==> config.mk <==
export PLATFORM = sky130hd
export DESIGN_NAME = minirisc_acc_core
export DESIGN_NICKNAME = d
export VERILOG_FILES = /design/src/rtl/minirisc_acc_core.sv
export SDC_FILE = /design/constraint.sdc
export NUM_CORES = 1
export LEC_CHECK = 0
export ABC_AREA = 0
export ABC_CLOCK_PERIOD_IN_PS = 10900
export CAP_MARGIN = 10
export CELL_PAD_IN_SITES_DETAIL_PLACEMENT = 2
export CELL_PAD_IN_SITES_GLOBAL_PLACEMENT = 2
export CORE_MARGIN = 8
export CORE_UTILIZATION = 42
export DETAILED_ROUTE_END_ITERATION = 10
export PLACE_DENSITY = 0.93
export SLEW_MARGIN = 30
export SYNTH_ARGS = -nofsm -noshare
export SYNTH_HDL_FRONTEND = slang
export SYNTH_SLANG_ARGS = --single-unit
==> constraint.sdc <==
create_clock -name clk -period 10.9 [get_ports clk]
set_clock_uncertainty 0.1 [all_clocks]
set_input_delay 1.635 -clock clk [delete_from_list [all_inputs] [get_ports clk]]
set_output_delay 1.635 -clock clk [all_outputs]
set_load 0.02 [all_outputs]
==> src/rtl/minirisc_acc_core.sv <==
// Multi-cycle accumulator core: register file, ten opcodes, carry/zero flags
// and a valid/ready instruction port. Each instruction walks IDLE->EXEC->WB->OUT.
module minirisc_acc_core #(
  parameter int DATA_W = 8,
  parameter int NREGS  = 4,
  localparam int RSEL_W = $clog2(NREGS)
) (
  input  logic              clk,
  input  logic              rst_n,
  input  logic              ena,
  input  logic              instr_valid,
  output logic              instr_ready,
  input  logic [3:0]        op_i,
  input  logic [RSEL_W-1:0] rsel_i,
  input  logic [DATA_W-1:0] imm_i,
  output logic [DATA_W-1:0] result_out,
  output logic              result_valid,
  output logic              carry,
  output logic              zero,
  output logic              illegal
);

  typedef enum logic [1:0] {IDLE, EXEC, WB, OUT} state_t;

  localparam logic [3:0] OP_NOP  = 4'd0;
  localparam logic [3:0] OP_LDI  = 4'd1;
  localparam logic [3:0] OP_ADDI = 4'd2;
  localparam logic [3:0] OP_ADDR = 4'd3;
  localparam logic [3:0] OP_SUBR = 4'd4;
  localparam logic [3:0] OP_ANDR = 4'd5;
  localparam logic [3:0] OP_XORR = 4'd6;
  localparam logic [3:0] OP_ST   = 4'd7;
  localparam logic [3:0] OP_LD   = 4'd8;
  localparam logic [3:0] OP_CLR  = 4'd9;

  state_t              state, state_next;
  logic [3:0]          op_q;
  logic [RSEL_W-1:0]   rsel_q;
  logic [DATA_W-1:0]   imm_q;
  logic [DATA_W:0]     tmp_q;
  logic [DATA_W-1:0]   acc;
  logic [DATA_W-1:0]   regs [NREGS];

  // The top bit of the result carries the add carry-out or the subtract borrow.
  function automatic logic [DATA_W:0] alu(input logic [3:0] op,
                                          input logic [DATA_W-1:0] a,
                                          input logic [DATA_W-1:0] r,
                                          input logic [DATA_W-1:0] imm);
    logic [DATA_W:0] res;
    res = {1'b0, a};
    case (op)
      OP_LDI:  res = {1'b0, imm};
      OP_ADDI: res = {1'b0, a} + {1'b0, imm};
      OP_ADDR: res = {1'b0, a} + {1'b0, r};
      OP_SUBR: res = {1'b0, a} - {1'b0, r};
      OP_ANDR: res = {1'b0, a & r};
      OP_XORR: res = {1'b0, a ^ r};
      OP_LD:   res = {1'b0, r};
      OP_CLR:  res = '0;
      default: res = {1'b0, a};
    endcase
    return res;
  endfunction

  function automatic logic writes_acc(input logic [3:0] op);
    return (op != OP_NOP) && (op != OP_ST) && (op <= OP_CLR);
  endfunction

  function automatic logic writes_carry(input logic [3:0] op);
    return (op == OP_ADDI) || (op == OP_ADDR) || (op == OP_SUBR) || (op == OP_CLR);
  endfunction

  function automatic logic is_illegal(input logic [3:0] op);
    return op > OP_CLR;
  endfunction

  always_comb begin
    state_next = state;
    if (ena) begin
      case (state)
        IDLE:    if (instr_valid) state_next = EXEC;
        EXEC:    state_next = WB;
        WB:      state_next = OUT;
        OUT:     state_next = IDLE;
        default: state_next = IDLE;
      endcase
    end
  end

  assign instr_ready  = (state == IDLE) && ena;
  assign result_valid = (state == OUT) && ena;
  assign illegal      = (state == WB) && ena && is_illegal(op_q);

  always_ff @(posedge clk or negedge rst_n) begin
    if (!rst_n) begin
      state      <= IDLE;
      op_q       <= '0;
      rsel_q     <= '0;
      imm_q      <= '0;
      tmp_q      <= '0;
      acc        <= '0;
      result_out <= '0;
      carry      <= 1'b0;
      zero       <= 1'b0;
      for (int i = 0; i < NREGS; i++) regs[i] <= '0;
    end else if (ena) begin
      state <= state_next;
      case (state)
        IDLE: begin
          if (instr_valid) begin
            op_q   <= op_i;
            rsel_q <= rsel_i;
            imm_q  <= imm_i;
          end
        end
        EXEC: tmp_q <= alu(op_q, acc, regs[rsel_q], imm_q);
        // Commit; result_out is loaded here so it is stable during the OUT strobe.
        WB: begin
          result_out <= acc;
          if (!is_illegal(op_q)) begin
            if (writes_acc(op_q)) begin
              acc        <= tmp_q[DATA_W-1:0];
              result_out <= tmp_q[DATA_W-1:0];
              zero       <= (tmp_q[DATA_W-1:0] == '0);
            end
            if (writes_carry(op_q)) carry <= tmp_q[DATA_W];
            if (op_q == OP_ST) regs[rsel_q] <= acc;
          end
        end
        default: ;
      endcase
    end
  end

endmodule

## After elaboration in Yosys (flattened, before gate mapping)

Index checks and enable logic that the tools add are counted.

- Add/subtract/negate cells: 3
- Order comparisons: 4
- Equal/unequal tests: 14
- Multiplexer cells: 9
- Bitwise logic cells: 4
- Reductions and logical operators: 19

Operator list:

| cell | number |
|---|---|
| case mux 9 bit (8 select lines) | 1 |
| bitwise mux 32 bit | 1 |
| 2-to-1 mux 8 bit | 3 |
| adder 8 x 8 -> 9 bit | 2 |
| binary-select mux 8 bit (select 2 bit) | 1 |
| demux 8 bit (select 2 bit) | 1 |
| == test 4 x 3 -> 1 bit (second input constant) | 4 |
| AND reduction 4 bit | 3 |
| subtractor 8 x 8 -> 9 bit | 1 |
| bitwise AND 8 bit | 1 |
| == test 4 x 2 -> 1 bit (second input constant) | 2 |
| == test 4 bit (second input constant) | 2 |
| logical NOT 8 bit | 1 |
| case mux 2 bit (4 select lines) | 1 |
| bitwise XOR 8 bit | 1 |
| logical AND 1 bit | 7 |
| == test 2 bit (second input constant) | 2 |
| == test 4 x 1 -> 1 bit (second input constant) | 1 |
| > comparator 4 bit (second input constant) | 1 |
| <= comparator 4 bit (second input constant) | 1 |
| != test 4 x 3 -> 1 bit (second input constant) | 1 |
| AND reduction 2 bit | 2 |
| nonzero test 4 bit | 1 |
| >= comparator 3 bit (second input constant) | 1 |
| other kinds (9) | 11 |

- Bits in registers: 67
- Bits of input ports: 18
- Output and inout port bits: 13
- Logic and storage cells: 65

## Logic depth before layout (Yosys ltp)

- Depth in word-level cells: 6
- Gate-level depth with buffers: 16
- Gate-level depth less buffers: 14

## Worst setup path before layout

OpenSTA, ideal clock, no wires.

- Kind: in2out
- From: input ena
- To: output illegal
- Data arrival time: 2.311 ns
- Data required time: 9.165 ns
- Slack: 6.854 ns
- Stages: 3
- Cells stage by stage: clkbuf_1 nand2_1 nor2_1

- Longest elaborated chain between the ends: 2

RTL lines:

| what | line | text |
|---|---|---|
| from (decl) | 10 | `input logic ena,` |
| logical AND 1 bit (2 in series) | 92 | `assign illegal = (state == WB) && ena && is_illegal(op_q);` |
| to (decl) | 20 | `output logic illegal` |

No other way between the ends.

## Worst setup path after layout

Same ends and word-level chain as after synthesis.

==> flow_metrics.env <==
export IMPL_ys_flop_type="dfrtp_1"
export IMPL_synth_edf_count=0
export IMPL_wirelength_microns=15300
export IMPL_avgSynthCellArea_sq_um=11.0
export IMPL_cts_repair_resized=0
export IMPL_ioPinCount=31
export IMPL_core_area_sq_um=9280
export IMPL_port_buffers=30
export IMPL_clock_fmax_mhz=198
export IMPL_final_common_cell="dfrtp_1"
export IMPL_netlist_area_sq_um=4020
export IMPL_critPathCapture="illegal"
export IMPL_cts_htree_levels=3
export IMPL_r2r_cells=14
export IMPL_clock_latency_ns=0.37
export IMPL_setup_viol=0
export IMPL_cts_tree="done"
export IMPL_ys_warn_count=0
export IMPL_row_count=35
export IMPL_fin_hold_ws_ns=0.402
export IMPL_post_route_period_util=0.463
export IMPL_vias=3366
export IMPL_global_route_usage_met2=0.434
export IMPL_endpoint_kind="output pin"
export IMPL_syn2layout_area_growth_pct=16.5
export IMPL_rrSetupSlack_ns=6.39
export IMPL_grtUsageTotal=0.248
export IMPL_hold_viol=0
export IMPL_synth_seq_cells=67
export IMPL_use_met1=0.284
export IMPL_grt_pass1_vias=3872
export IMPL_ys_seq_area_frac=0.417
export IMPL_cts_sinks=67
export IMPL_clockBufferDepth=2
export IMPL_startpoint_type="primary input"
export IMPL_grt_pass1_wl_microns=24100
export IMPL_n_antenna_cell=0
export IMPL_maxCapViolCount=0
export IMPL_dieArea_sq_um=13000
export IMPL_grt_max_degree=68
export IMPL_relSlewSlack=0.397
export IMPL_place_gp_congestion=0.837
export IMPL_ir_drop_v=0.000165
export IMPL_postCtsSetupBuffers=0
export IMPL_r2r_start="rsel_q[0]$_DFFE_PN0P_"
export IMPL_rsz0062_at_grt="no"
export IMPL_cts_clk_slew_worst_paths_ns=0.08
export IMPL_cts_buffers=9
export IMPL_postRouteAntennaNets=0
export IMPL_grt_overflow=0
export IMPL_async_reset_ff_frac=1.00
export IMPL_cp_startpoint="ena"
export IMPL_yosysTopAreaCell="dfrtp_1"
export IMPL_drt_first_pass_iters=7
export IMPL_cts_hold_buf=0
export IMPL_setup_tns_final_ns=0
export IMPL_drt_iter0_markers=270
export IMPL_start_util=0.433
export IMPL_grt_busiest_layer="met2"
export IMPL_p_total_mw=1.58
export IMPL_routed_via_density=6.36
export IMPL_r2r_end="tmp_q[6]$_DFFE_PN0P_"
export IMPL_worst_slew_pin_slew_ns=0.904
export IMPL_final_cell_mix="dfrtp_1, mux2_2, nor2_1"
export IMPL_critical_path_class="in2out"
export IMPL_wire_per_inst_microns=28.9
export IMPL_min_period_ns=5.04
export IMPL_fin_nets=436
export IMPL_yosysTopAreaCellShare=0.417
export IMPL_dpl_hpwl_microns=9380
export IMPL_powerDensity_nw_per_um2=337
export IMPL_met3_usage=0.0528
export IMPL_die_w_microns=114
export IMPL_clockRootBuffer="clkbuf_8"
export IMPL_synth_cell_type_count=52
export IMPL_worst_path_max_fanout=9
export IMPL_die_h_microns=114
export IMPL_drc=0
export IMPL_fillers=933
export IMPL_final_max_slew_violation_count=0
export IMPL_drive_gt1_frac=0.185
export IMPL_netlist_instances=367
export IMPL_synth_nets=408
export IMPL_power_leakage_nw=2.08
export IMPL_critPathRequiredTime_ns=9.17
export IMPL_arrival_ns=3.31
export IMPL_hold_path_class="reg2reg"
export IMPL_antenna_found_initial=0
export IMPL_outcome="completed"
export IMPL_synthTopCellsByArea="dfrtp_1, mux2_2, ha_1, mux4_2, mux2_1"
export IMPL_whs_path_depth=1
[kinds of logic (layout without fill, tap and decap cells)]
group,after synthesis,in the layout,synth area share
AOI/OAI and AO/OA,71,71,0.118
xor gates and xnor gates,15,15,0.0327
adders and majority gates,23,23,0.0735
buffers and inverters,26,59,0.0283
DFF,67,67,0.417
muxes,66,66,0.207
and+or+nand+nor,99,99,0.123
[worst max-delay path, cell delays in order]
cell,delay [ns]
clkdlybuf4s50_1,0.63
nand2_1,0.24
nor2_1,0.17
clkdlybuf4s50_1,0.63
[flip-flops by register name (all words and copies together) (netlist names)]
| register | flops |
|---|---|
| state | 2 |
| tmp_q | 9 |
| rsel_q | 2 |
| op_q | 4 |
| acc | 8 |
| zero | 1 |
| imm_q | 8 |
| carry | 1 |
| regs | 32 |
[metal layers]
metal / part of all wire / wire [microns]
met5: 0 / 0
met4: 0.032 / 493
met3: 0.059 / 902
met2: 0.52 / 7950
met1: 0.39 / 5950
[stage by stage]
stage / cell area [sq um] / instances / utilization / worst slack [ns]
after floorplan: 4020 / 367 / - / 6.85
after global placement: 4420 / 513 / 0.476 / 5.98
after detailed placement: 4430 / 513 / 0.477 / 5.89
after CTS: 4670 / 529 / 0.503 / 5.86
after global routing: 4680 / 529 / 0.504 / 5.72
final: 4680 / 529 / 0.504 / 5.86
[synth_stat cells, types with 2 or more instances]
library cell / count
o21ai_0: 17
a21oi_1: 17
nor4_1: 5
a31oi_1: 4
nor2b_1: 2
nand2_1: 24
buf_6: 2
nor2_1: 31
mux4_1: 2
clkbuf_1: 9
a221o_1: 3
and2_1: 4
or3_1: 3
o21a_1: 3
mux4_2: 6
nand3b_1: 3
a22oi_1: 3
dfrtp_1: 67
nor3_1: 7
ha_1: 22
mux2_2: 40
a222oi_1: 5
a221oi_1: 7
nand2b_1: 4
mux2i_1: 7
xor2_1: 6
buf_1: 4
or4_1: 2
xnor2_1: 9
o31ai_1: 3
nor4b_1: 3
inv_1: 10
mux2_1: 11
nand3_1: 4
[cell type report]
type	count	area, sq um	area share
multi-input combinational	274	2250	0.481
inverter	10	37.5	0.00802
clock inverter	5	85.1	0.0182
clock buffer	11	151	0.0323
tap	129	161	0.0345
sequential	67	1680	0.358
timing repair buffer	33	318	0.0679
[worst min-delay path by stage]
stage,end,slack [ns],start
2_1_floorplan,tmp_q[8]$_DFFE_PN0P_,0.34,tmp_q[8]$_DFFE_PN0P_
3_5_place_dp,carry$_DFFE_PN0P_,0.39,carry$_DFFE_PN0P_
3_3_place_gp,carry$_DFFE_PN0P_,0.37,carry$_DFFE_PN0P_
6_report,carry$_DFFE_PN0P_,0.40,carry$_DFFE_PN0P_
5_1_grt,carry$_DFFE_PN0P_,0.43,carry$_DFFE_PN0P_
4_1_cts,carry$_DFFE_PN0P_,0.41,carry$_DFFE_PN0P_
[power breakdown]
group / leakage, nW / internal, mW / switching, mW
clock: 0.116 / 0.142 / 0.112
combinational: 1.10 / 0.356 / 0.463
sequential: 0.868 / 0.325 / 0.181
total: 2.08 / 0.823 / 0.756
No activity file was read; power rests on OpenSTA's default activity.
